`src/rtl/clksw_pkg.sv`:
```
// Shared definitions for the phase-1 clock switch and its sequencer.
package clksw_pkg;

  typedef enum logic [1:0] {
    ST_IDLE,
    ST_TO_LS,
    ST_SET_DIV,
    ST_TO_HS
  } state_t;

  // CPU clock divider encodings, shared with the switch instance.
  localparam logic [1:0] DIV_1 = 2'b00;
  localparam logic [1:0] DIV_2 = 2'b01;
  localparam logic [1:0] DIV_4 = 2'b10;
  localparam logic [1:0] DIV_8 = 2'b11;

  localparam int DEF_SYNC_STAGES = 2;
  localparam int DEF_DIV_SETTLE  = 4;
  localparam int DEF_TIMEOUT     = 255;

  // An LS target matches LS regardless of divider; HS targets must match divider too.
  function automatic logic same_mode(input logic hs_a, input logic [1:0] div_a,
                                     input logic hs_b, input logic [1:0] div_b);
    return (hs_a == hs_b) && (!hs_a || (div_a == div_b));
  endfunction

endpackage

```
`src/rtl/sync_ff.sv`:
```
// Multi-flop level synchroniser with synchronous reset.
module sync_ff #(
  parameter int STAGES = 2
) (
  input  logic clk,
  input  logic rst,
  input  logic d,
  output logic q
);

  logic [STAGES-1:0] ff;

  always_ff @(posedge clk) begin
    if (rst) ff <= '0;
    else     ff <= {ff[STAGES-2:0], d};
  end

  assign q = ff[STAGES-1];

endmodule

```
`src/rtl/clksw_sequencer.sv`:
```
// Steps the clock switch between LS and HS; the divider only moves while LS drives the CPU.
module clksw_sequencer
  import clksw_pkg::*;
#(
  parameter int SYNC_STAGES = DEF_SYNC_STAGES,
  parameter int DIV_SETTLE  = DEF_DIV_SETTLE,
  parameter int TIMEOUT     = DEF_TIMEOUT
) (
  input  logic       lsclk_in,
  input  logic       rst,
  input  logic       req_valid,
  output logic       req_ready,
  input  logic       req_hs,
  input  logic [1:0] req_div,
  input  logic       hsclk_selected,
  input  logic       lsclk_selected,
  output logic       hsclk_sel,
  output logic [1:0] cpuclk_div_sel,
  output logic       cur_hs,
  output logic [1:0] cur_div,
  output logic       busy,
  output logic       err
);

  localparam logic [7:0] SETTLE_LAST = 8'(DIV_SETTLE);
  // Abort on the edge at which the wait count would reach TIMEOUT.
  localparam logic [7:0] TMO_LAST    = 8'(TIMEOUT - 1);

  state_t     state;
  logic [7:0] cnt;
  logic       tgt_hs;
  logic [1:0] tgt_div;
  logic       hs_ack;
  logic       ls_ack;

  sync_ff #(.STAGES(SYNC_STAGES)) u_sync_hs (
    .clk (lsclk_in),
    .rst (rst),
    .d   (hsclk_selected),
    .q   (hs_ack)
  );

  sync_ff #(.STAGES(SYNC_STAGES)) u_sync_ls (
    .clk (lsclk_in),
    .rst (rst),
    .d   (lsclk_selected),
    .q   (ls_ack)
  );

  always_ff @(posedge lsclk_in) begin
    if (rst) begin
      state          <= ST_IDLE;
      cnt            <= '0;
      tgt_hs         <= 1'b0;
      tgt_div        <= DIV_1;
      hsclk_sel      <= 1'b0;
      cpuclk_div_sel <= DIV_1;
      cur_hs         <= 1'b0;
      cur_div        <= DIV_1;
      err            <= 1'b0;
    end else begin
      case (state)
        ST_IDLE: begin
          if (req_valid) begin
            tgt_hs  <= req_hs;
            tgt_div <= req_div;
            err     <= 1'b0;
            cnt     <= '0;
            if (!same_mode(req_hs, req_div, cur_hs, cur_div)) begin
              if (cur_hs) begin
                state     <= ST_TO_LS;
                hsclk_sel <= 1'b0;
              end else begin
                state <= ST_SET_DIV;
              end
            end
          end
        end

        ST_TO_LS: begin
          if (ls_ack && !hs_ack) begin
            cnt <= '0;
            if (tgt_hs) begin
              state <= ST_SET_DIV;
            end else begin
              state  <= ST_IDLE;
              cur_hs <= 1'b0;
            end
          end else if (cnt == TMO_LAST) begin
            state     <= ST_IDLE;
            cnt       <= '0;
            hsclk_sel <= 1'b0;
            err       <= 1'b1;
            cur_hs    <= 1'b0;
          end else begin
            cnt <= cnt + 8'd1;
          end
        end

        ST_SET_DIV: begin
          cpuclk_div_sel <= tgt_div;
          if (cnt == SETTLE_LAST) begin
            state     <= ST_TO_HS;
            cnt       <= '0;
            hsclk_sel <= 1'b1;
          end else begin
            cnt <= cnt + 8'd1;
          end
        end

        ST_TO_HS: begin
          if (hs_ack && !ls_ack) begin
            state   <= ST_IDLE;
            cnt     <= '0;
            cur_hs  <= 1'b1;
            cur_div <= cpuclk_div_sel;
          end else if (cnt == TMO_LAST) begin
            // The switch itself guards the glitch-free handover, so fall back without waiting.
            state     <= ST_IDLE;
            cnt       <= '0;
            hsclk_sel <= 1'b0;
            err       <= 1'b1;
            cur_hs    <= 1'b0;
          end else begin
            cnt <= cnt + 8'd1;
          end
        end

        default: begin
          state <= ST_IDLE;
          cnt   <= '0;
        end
      endcase
    end
  end

  assign req_ready = (state == ST_IDLE);
  assign busy      = (state != ST_IDLE);

endmodule

```
`config.mk`:
```
export PLATFORM = sky130hd
export DESIGN_NAME = clksw_sequencer
export DESIGN_NICKNAME = d
export VERILOG_FILES = /design/src/rtl/clksw_pkg.sv /design/src/rtl/sync_ff.sv /design/src/rtl/clksw_sequencer.sv
export SDC_FILE = /design/constraint.sdc
export NUM_CORES = 1
export LEC_CHECK = 0
export ABC_AREA = 1
export BUFFER_PORTS_ARGS = -buffer_cell sky130_fd_sc_hd__buf_2
export CORE_MARGIN = 5
export CORE_UTILIZATION = 45
export DETAILED_ROUTE_END_ITERATION = 8
export GPL_TIMING_DRIVEN = 0
export HOLD_SLACK_MARGIN = 0.03
export PLACE_DENSITY_LB_ADDON = 0.15
export SYNTH_ARGS = -nofsm -noshare
export SYNTH_HDL_FRONTEND = slang
export SYNTH_HIERARCHICAL = 1
export SYNTH_SLANG_ARGS = --single-unit
```
`constraint.sdc`:
```
create_clock -name lsclk_in -period 3.3 [get_ports lsclk_in]
set_input_delay 0.165 -clock lsclk_in [delete_from_list [all_inputs] [get_ports lsclk_in]]
set_output_delay 0.165 -clock lsclk_in [all_outputs]
set_load 0.03 [all_outputs]
```
Yosys cells after proc, flatten, opt, wreduce, memory -nomap -nowiden
Cells that the tools add are included.
{"block": "word_totals", "mem_bits_rw": 0, "romBits": 0, "register_bits": 24, "output_inout_bits": 9, "memories": 0, "latchBits": 0}
{"block": "op_classes", "n_eq_ne": 14, "mul": 0, "n_shift": 0, "n_div": 0, "bitwise_logic": 0, "magnitude_cmp": 0, "n_addsub": 1, "mux": 33, "n_reduce_logical": 17}
{"op": "8-bit 2-to-1 mux", "count": 5}
{"op": "8-bit one-hot mux with 4 select lines", "count": 1}
{"op": "2-bit 2-to-1 mux", "count": 8}
{"op": "1-bit 2-to-1 mux", "count": 15}
{"op": "2-bit inequality test (second input constant)", "count": 5}
{"op": "8-bit by 1-bit adder with 8-bit output (second input constant)", "count": 1}
{"op": "8-bit by 3-bit equality test with 1-bit output (second input constant)", "count": 1}
{"op": "8-bit equality test (second input constant)", "count": 1}
{"op": "2-bit one-hot mux with 4 select lines", "count": 1}
{"op": "2-bit AND reduction", "count": 3}
{"op": "6-bit AND reduction", "count": 1}
{"op": "2-bit equality test (second input constant)", "count": 2}
{"op": "1-bit one-hot mux with 4 select lines", "count": 1}
{"op": "4-bit AND reduction", "count": 1}
{"op": "2-bit nonzero test", "count": 2}
{"op": "1-bit logical AND", "count": 3}
{"op": "1-bit zero test", "count": 3}
{"op": "3-bit inequality test (second input constant)", "count": 1}
{"op": "1-bit one-hot mux with 3 select lines", "count": 1}
{"op": "3-bit AND reduction", "count": 1}
{"op": "3-bit nonzero test", "count": 1}
{"op": "2-bit by 1-bit equality test with 1-bit output (second input constant)", "count": 1}
{"op": "2-bit equality test", "count": 1}
{"op": "2-bit zero test", "count": 1}
{"op": "4 further kinds", "count": 4}

Longest topological paths before layout
Gate-level depths: netlist of the first run.
{"block": "depth", "ltp_word": 6, "mapped_depth": 11, "mapped_depth_nobuf": 11}

Cells and area by module
Netlist of the first run, hierarchy kept.
{"module": "clksw_sequencer", "area_per_inst_um2": 1131.1, "cells_per_inst": 172, "seq_area_each_um2": 400.4, "instances": 1}
{"module": "sync_ff", "area_per_inst_um2": 55.1, "cells_per_inst": 6, "seq_area_each_um2": 40.0, "instances": 2}

Worst setup path after synthesis of the first run
No wires, ideal clock.
{"block": "synth_timing", "path_kind": "reg2reg", "from": "register state[0]", "to": "register state[1]", "arrival_ns": 1.438, "path_stages_with_launch": 10, "n_path_buf": 1, "required_time_ns": 3.187, "setup_slack_ns": 1.749, "path_cell_list": "dfxtp_1 -> buf_6 -> nor2_1 -> nand3_1 -> inv_1 -> nand3_1 -> nand4_1 -> nand2_1 -> nand2_1 -> nor2_1"}
{"block": "synth_via", "elab_chain_len": 3, "word_cells_on_any_way": 9, "classes_between": "eq/ne: 6; mux: 1; reduce/logical: 2"}
{"element": "start: declaration", "line_no": "clksw_sequencer.sv:29", "source": "state_t state;"}
{"element": "start signal: assignment", "line_no": "clksw_sequencer.sv:52", "source": "state <= ST_IDLE;"}
{"element": "start signal: assignment", "line_no": "clksw_sequencer.sv:71", "source": "state <= ST_TO_LS;"}
{"element": "start signal: assignment", "line_no": "clksw_sequencer.sv:74", "source": "state <= ST_SET_DIV;"}
{"element": "2-bit zero test *"}
{"element": "net req_ready", "line_no": "clksw_sequencer.sv:12", "source": "output logic req_ready,"}
{"element": "2-bit inequality test (no line)"}
{"element": "3-bit AND reduction (no line)"}
The timed path passes the listed nets; every way through them passes the cells marked *.
A chain may end at the register's enable or synchronous reset.

==> run_results.csv, run 1 <==
group,metric,value,unit
sta,setup_viol,0,
sta,timing.final.ws_setup,1.73,ns
finish,finish.utilization,52.9,%
floorplanning,floorplan.die.width,62.5,um
cts,cts_htree_levels,1,
yosys,ys_warn_count,6,
routing,number_of_nets_still_failing_antenna_checks_after_routing,0,
power_and_ir_drop,leakage,0.671,nW
finish,area_growth,15.4,%
worst_setup_path,rr_startpoint,"cnt[0]",
sta,report.final.slew_viol_count,0,
placement,dp_slack,1.91,ns
yosys,synth_flop_cell,"sky130_fd_sc_hd__dfxtp_1",
routing,drt-initial-drc-count,69,
hold_path,hold_crit_class,"primary input to flip-flop",
worst_setup_path,timing_worst_setup_path_type,"primary input to flip-flop",
yosys,ys_types,24,
sta,fin_crit_sh,47.5,%
global_route,grt_antenna_before_repair,0,
routing,drt-wirelength-per-cell,11.1,um
floorplanning,fp.coreArea,2710,um2
routing,vias_per_cell,4.92,
floorplanning,core_rows,19,
finish,fraction_of_final_layout_cells_with_drive_strength_greater_than_1,14.6,%
sta,grt_setup_unrepaired,"no",
yosys,synthesis.area,1240,um2
yosys,synth-seq-area-share,38.7,%
worst_setup_path,timing.reg2reg.setup_slack,1.87,ns
yosys,synthesis.instances,184,
worst_setup_path,timing.critical_path.to_type,"flip-flop",
routing,final_wirelength,2630,um
routing,total_iterations_of_the_first_detailed_routing_run,5,
sta,fin_worst_skew,0.00614,ns
global_route,first_global_vias,1093,
placement,hpwl,1970,um
global_route,grt_use_total,14.8,%
outcome,status,"finished, final reports clean",
finish,antenna_cells,0,
placement,numPortBuffers,16,
floorplanning,die_y,62.5,um
sta,tightestPinTransition,0.445,ns
job,max_cap_violations,0,
yosys,synth-edff-count,0,
cts,tritoncts,"done",
placement,gp_routability_congestion,0.838,
worst_setup_path,reg2reg_to,"state[0]",
power_and_ir_drop,ir_worst_vdd,342,uV
cts,clk_path_buf_depth,2,
sta,max_freq,638,MHz
worst_setup_path,critical_path_required,3.56,ns
worst_setup_path,r2r_cells,8,
power_and_ir_drop,pwr_cell_area,564,nW/um2
worst_setup_path,crit_fanout,10,
yosys,yosys_register_bits,24,
global_route,grt_max_degree,15,
floorplanning,floorplan.die_area,3910,um2
sta,fin_hold_viols,0,
cts,clkSlewWorstSetupHoldPaths,0.14,ns
worst_setup_path,critical_path_arrival,1.83,ns
sta,final_period_minus_worst_setup_slack,1.57,ns
yosys,syn_nets,195,
cts,postCtsSetupRepairBufs,0,
hold_path,whs_endpoint,"u_sync_hs/ff[0]",
routing,detailed_route_via_count,1165,
hold_path,hold_path_startpoint,"hsclk_selected",
routing,drc,0,
hold_path,min_delay_path_depth,3,
finish,finalNetCount,218,
global_route,grt.overflow.total,0,
sta,setup_total_negative_slack,0,ns
floorplanning,initial_core_util,45.8,%
cts,cts.sink_count,24,
cts,cts-root-buf,"sky130_fd_sc_hd__clkbuf_4",
global_route,grt_first_pass_wirelength,4870,um
sta,maxSlewHeadroom,70.3,%
yosys,post_synthesis_mean_instance_area,6.75,um2
cts,latest_clock_arrival_within_the_worst_skew_pair,0.31,ns
worst_setup_path,start_kind,"primary input",
yosys,async_flop_share,0,%
cts,total_cts_buffers,3,
power_and_ir_drop,post-layout-total-power,808,uW
floorplanning,i_o_pins,17,
-- critical path, cell delays in order --
cell and delay, ns:
sky130_fd_sc_hd__dlygate4sd3_1 0.53, sky130_fd_sc_hd__buf_2 0.15, sky130_fd_sc_hd__clkbuf_1 0.23, sky130_fd_sc_hd__inv_1 0.12, sky130_fd_sc_hd__clkbuf_1 0.34, sky130_fd_sc_hd__o21ai_0 0.16
sky130_fd_sc_hd__a21oi_1 0.13
-- layer usage --
layer	GRT usage, %	wire length, um	vias up
met5	0	0	-
met4	4.77	18	0
met3	3.06	181	2
met2	22.4	1180	33
met1	20.7	1250	511
li1	-	-	619
-- registers in the layout (all words and copies together) (netlist names) --
signal	count
cpuclk_div_sel	2
u_sync_hs/ff	2
cur_hs	1
cnt	8
err	1
cur_div	2
tgt_div	2
u_sync_ls/ff	2
tgt_hs	1
hsclk_sel	1
state	2
-- kinds of logic after synthesis --
logic type      share of synthesized area [%]
xor+xnor                                 4.94
buf+inv                                  9.07
compound gates                           11.0
flops                                    38.7
simple gates                             33.3
fa+ha+maj                                3.02
-- repair_timing --
item | 4_1_cts | 5_1_grt
hold buffers | 1 | 1
resized for setup | 0 | 0
setup endpoints to repair | 0 | 0
hold endpoints to repair | 1 | 4
-- how the worst max path moves through the flow --
stage                         from   endpoint  slack, ns  cells past startpoint
final                          rst     tgt_hs       1.73                      7
after global routing           rst     tgt_hs       1.53                      7
after CTS                   cnt[0]  hsclk_sel       1.87                     11
after detailed placement    cnt[0]  hsclk_sel       1.91                     11
after global placement      cnt[0]   state[0]       1.93                      8
after floorplan           state[0]   state[1]       1.75                      9
-- cell usage after synthesis, types with 2 or more instances --
cell type                   n  area, um2
sky130_fd_sc_hd__nor2_2     2       12.5
sky130_fd_sc_hd__ha_1       3       37.5
sky130_fd_sc_hd__nor2_1    39        146
sky130_fd_sc_hd__clkbuf_1   2       7.51
sky130_fd_sc_hd__o21ai_0    9       45.0
sky130_fd_sc_hd__nand2_1   40        150
sky130_fd_sc_hd__nand3_1    7       35.0
sky130_fd_sc_hd__a21oi_1   12       60.1
sky130_fd_sc_hd__xnor2_1    3       26.3
sky130_fd_sc_hd__nand2_2    2       12.5
sky130_fd_sc_hd__xor2_1     4       35.0
sky130_fd_sc_hd__dfxtp_1   24        480
sky130_fd_sc_hd__inv_1     23       86.3
sky130_fd_sc_hd__inv_2      2       7.51
sky130_fd_sc_hd__nand4_1    3       18.8
-- power breakdown --
part	internal [mW]	total [mW]	switching [mW]
sequential	0.319	0.341	0.0224
combinational	0.0799	0.256	0.176
clock	0.123	0.211	0.0883
-- through the flow --
step,instances,hold WS [ns],area (um2)
final,237,0.0420,1430
after global routing,237,0.0447,1430
after CTS,236,0.0311,1420
after detailed placement,231,0.377,1360
after global placement,231,0.366,1360
after floorplan,184,0.236,1240
-- cell type report --
type                    instances  area, um2
fillers                       276       1280
multi-input cells             132        648
flip-flops and latches         24        480
repair buffers                 18        100
inverters                      25       93.8
well taps                      31       38.8
clock inverters                 1       30.0
clock buffers                   3       22.5
plain buffers                   3       18.8
-- layout by cell type (no fill, tap or decap), types with 2 or more instances in the layout --
master and instances:
sky130_fd_sc_hd__dfxtp_1 24, sky130_fd_sc_hd__nor2_1 39, sky130_fd_sc_hd__nand2_1 40, sky130_fd_sc_hd__nand4_1 3, sky130_fd_sc_hd__clkbuf_1 2, sky130_fd_sc_hd__clkbuf_4 3, sky130_fd_sc_hd__nor2_2 2, sky130_fd_sc_hd__buf_2 16
sky130_fd_sc_hd__xor2_1 4, sky130_fd_sc_hd__nand2_2 2, sky130_fd_sc_hd__xnor2_1 3, sky130_fd_sc_hd__ha_1 3, sky130_fd_sc_hd__dlygate4sd3_1 2, sky130_fd_sc_hd__o21ai_0 9, sky130_fd_sc_hd__nand3_1 7, sky130_fd_sc_hd__inv_1 23
sky130_fd_sc_hd__a21oi_1 12, sky130_fd_sc_hd__inv_2 2
Note: power is estimated with default switching activity, not from simulation.
==> inputs of run 2 (changes only) <==
clock period = 1.38 ns   (was 3.3 ns; I/O delays follow)
==> run 2 against run 1 <==
Compared with the run above:
- global-route usage decreased by 0.25 points
- core utilization up 6.4 points
- via count is 3.2% higher
- first-iteration DRC count rose by 4.3%
- sequential cell count is the same
- critical path type is now flip-flop to flip-flop
- highest routed layer unchanged
==> run_results.csv, run 2 (same netlist as run 1, synthesis figures left out) <==
group,metric,value,unit
cts,latest_clock_arrival_within_the_worst_skew_pair,0.32,ns
routing,drt-initial-drc-count,72,
sta,finalHoldWorstSlack,0.162,ns
global_route,first_global_vias,1125,
routing,drc,0,
placement,hpwl,1970,um
cts,tritoncts,"done",
sta,final_period_minus_worst_setup_slack,1.35,ns
worst_setup_path,timing_worst_setup_path_type,"flip-flop to flip-flop",
routing,final_wirelength,2850,um
power_and_ir_drop,pwr_cell_area,1310,nW/um2
floorplanning,initial_core_util,45.8,%
floorplanning,floorplan.die_area,3910,um2
cts,cts_htree_levels,1,
routing,total_iterations_of_the_first_detailed_routing_run,4,
power_and_ir_drop,leakage,0.727,nW
worst_setup_path,timing.critical_path.to_type,"flip-flop",
global_route,grt_use_total,14.5,%
finish,area_growth,29.4,%
outcome,status,"finished, final reports clean",
cts,cts-root-buf,"sky130_fd_sc_hd__clkbuf_4",
finish,fraction_of_final_layout_cells_with_drive_strength_greater_than_1,23.0,%
sta,grt_setup_unrepaired,"yes",
sta,report.final.slew_viol_count,0,
global_route,grt.overflow.total,0,
placement,numPortBuffers,16,
finish,top_register,"cnt",
worst_setup_path,critical_path_required,1.59,ns
cts,clkSlewWorstSetupHoldPaths,0.14,ns
finish,seqCellArea,487,um2
routing,number_of_nets_still_failing_antenna_checks_after_routing,0,
worst_setup_path,critical_path_arrival,1.56,ns
floorplanning,die_y,62.5,um
power_and_ir_drop,ir_worst_vdd,1000,uV
finish,multi_input_comb_area,718,um2
global_route,grt_first_pass_wirelength,4760,um
global_route,grt_antenna_before_repair,0,
routing,detailed_route_via_count,1202,
hold_path,hold_crit_class,"primary input to flip-flop",
sta,fin_hold_viols,0,
finish,final-instance-count-excl-fill,248,
sta,tightestPinTransition,0.472,ns
sta,max_freq,742,MHz
finish,fillers,264,
sta,fin_crit_sh,97.7,%
job,max_cap_violations,0,
finish,largest_register_ff_count,8,
finish,finalNetCount,229,
worst_setup_path,crit_fanout,6,
floorplanning,floorplan.die.width,62.5,um
cts,total_cts_buffers,3,
global_route,grt_max_degree,15,
finish,layout_common_cells,"40 x sky130_fd_sc_hd__nand2_1, 36 x sky130_fd_sc_hd__nor2_1, 21 x sky130_fd_sc_hd__dfxtp_1",
sta,fin_worst_skew,0.00358,ns
finish,antenna_cells,0,
sta,maxSlewHeadroom,68.5,%
floorplanning,core_rows,19,
routing,drt-wirelength-per-cell,11.5,um
floorplanning,fp.coreArea,2710,um2
floorplanning,i_o_pins,17,
worst_setup_path,start_kind,"flip-flop",
placement,gp_routability_congestion,0.849,
cts,clk_path_buf_depth,2,
routing,vias_per_cell,4.85,
finish,mostFrequentLayoutCell,"sky130_fd_sc_hd__nand2_1",
placement,numPlacedInstances,231,
cts,cts.sink_count,24,
sta,setup_viol,0,
-- run 2: cell count changes in the layout (fill, tap and decap cells not counted), moves of 2 or more --
cell | previous run | this run
sky130_fd_sc_hd__a21oi_1 | 12 | 10
sky130_fd_sc_hd__a21oi_2 | 0 | 2
sky130_fd_sc_hd__buf_4 | 0 | 5
sky130_fd_sc_hd__dfxtp_1 | 24 | 21
sky130_fd_sc_hd__dfxtp_2 | 0 | 2
sky130_fd_sc_hd__dlygate4sd3_1 | 2 | 8
sky130_fd_sc_hd__ha_1 | 3 | 1
sky130_fd_sc_hd__inv_1 | 23 | 20
sky130_fd_sc_hd__inv_2 | 2 | 5
sky130_fd_sc_hd__nor2_1 | 39 | 36
sky130_fd_sc_hd__nor2_4 | 1 | 3
-- run 2: area by class of cell --
class / instances / area share [%]
inverters: 25 / 5.84
plain buffers: 3 / 1.17
multi-input cells: 132 / 44.7
clock inverters: 1 / 1.87
well taps: 31 / 2.41
flip-flops and latches: 24 / 30.3
repair buffers: 29 / 12.3
clock buffers: 3 / 1.40
-- run 2: path summary, 6_finish.rpt --
check | startpoint | to | slack [ns] | cells after the start
max reg2reg | cnt[2] | state[0] | 0.03 | 6
min | req_valid | cnt[0] | 0.16 | 6
min reg2reg | u_sync_hs/ff[0] | u_sync_hs/ff[1] | 0.42 | 2
max | cnt[2] | state[0] | 0.03 | 6
-- run 2: critical path, cell delays in order, from the launching register on --
cell and delay, ns:
sky130_fd_sc_hd__dfxtp_1 0.49, sky130_fd_sc_hd__nand2_1 0.10, sky130_fd_sc_hd__nor2_2 0.13, sky130_fd_sc_hd__nand2_2 0.11
sky130_fd_sc_hd__a21oi_2 0.17, sky130_fd_sc_hd__nand3_1 0.09, sky130_fd_sc_hd__nor3b_2 0.15
-- run 2: what timing repair did --
action,4_1_cts,5_1_grt
hold buffers,8,0
setup buffers,1,4
setup endpoints to repair,8,15
gates cloned,0,0
hold endpoints to repair,7,0
resized for setup,2,20
pin swaps,1,8
-- run 2: metrics by stage --
step | setup slack (ns) | cell area, um2 | power, mW | TNS [ns] | utilization [%]
after CTS | 0.00348 | 1510 | 1.99 | 0 | 55.5
after global routing | -0.0735 | 1610 | 2.23 | -0.304 | 59.3
final | 0.0321 | 1610 | 2.10 | 0 | 59.3
after global placement | 0.00449 | 1360 | 1.44 | 0 | 50.3
after floorplan | 0.0181 | 1240 | 1.29 | 0 | -
after detailed placement | -0.00698 | 1360 | 1.44 | -0.00698 | 50.3
-- run 2: layer usage --
metal / vias to the layer above / track usage (%) / part of all wire [%]
li1: 636 / - / -
met1: 543 / 19.2 / 50
met2: 21 / 23.1 / 46
met3: 2 / 2.88 / 3.7
met4: 0 / 5.57 / 0.70
met5: - / 0 / 0
-- run 2: report_power, final --
group / leakage, nW / internal, mW / switching, mW
combinational: 0.502 / 0.280 / 0.485
sequential: 0.197 / 0.768 / 0.0505
clock: 0.0279 / 0.294 / 0.224
total: 0.727 / 1.34 / 0.760
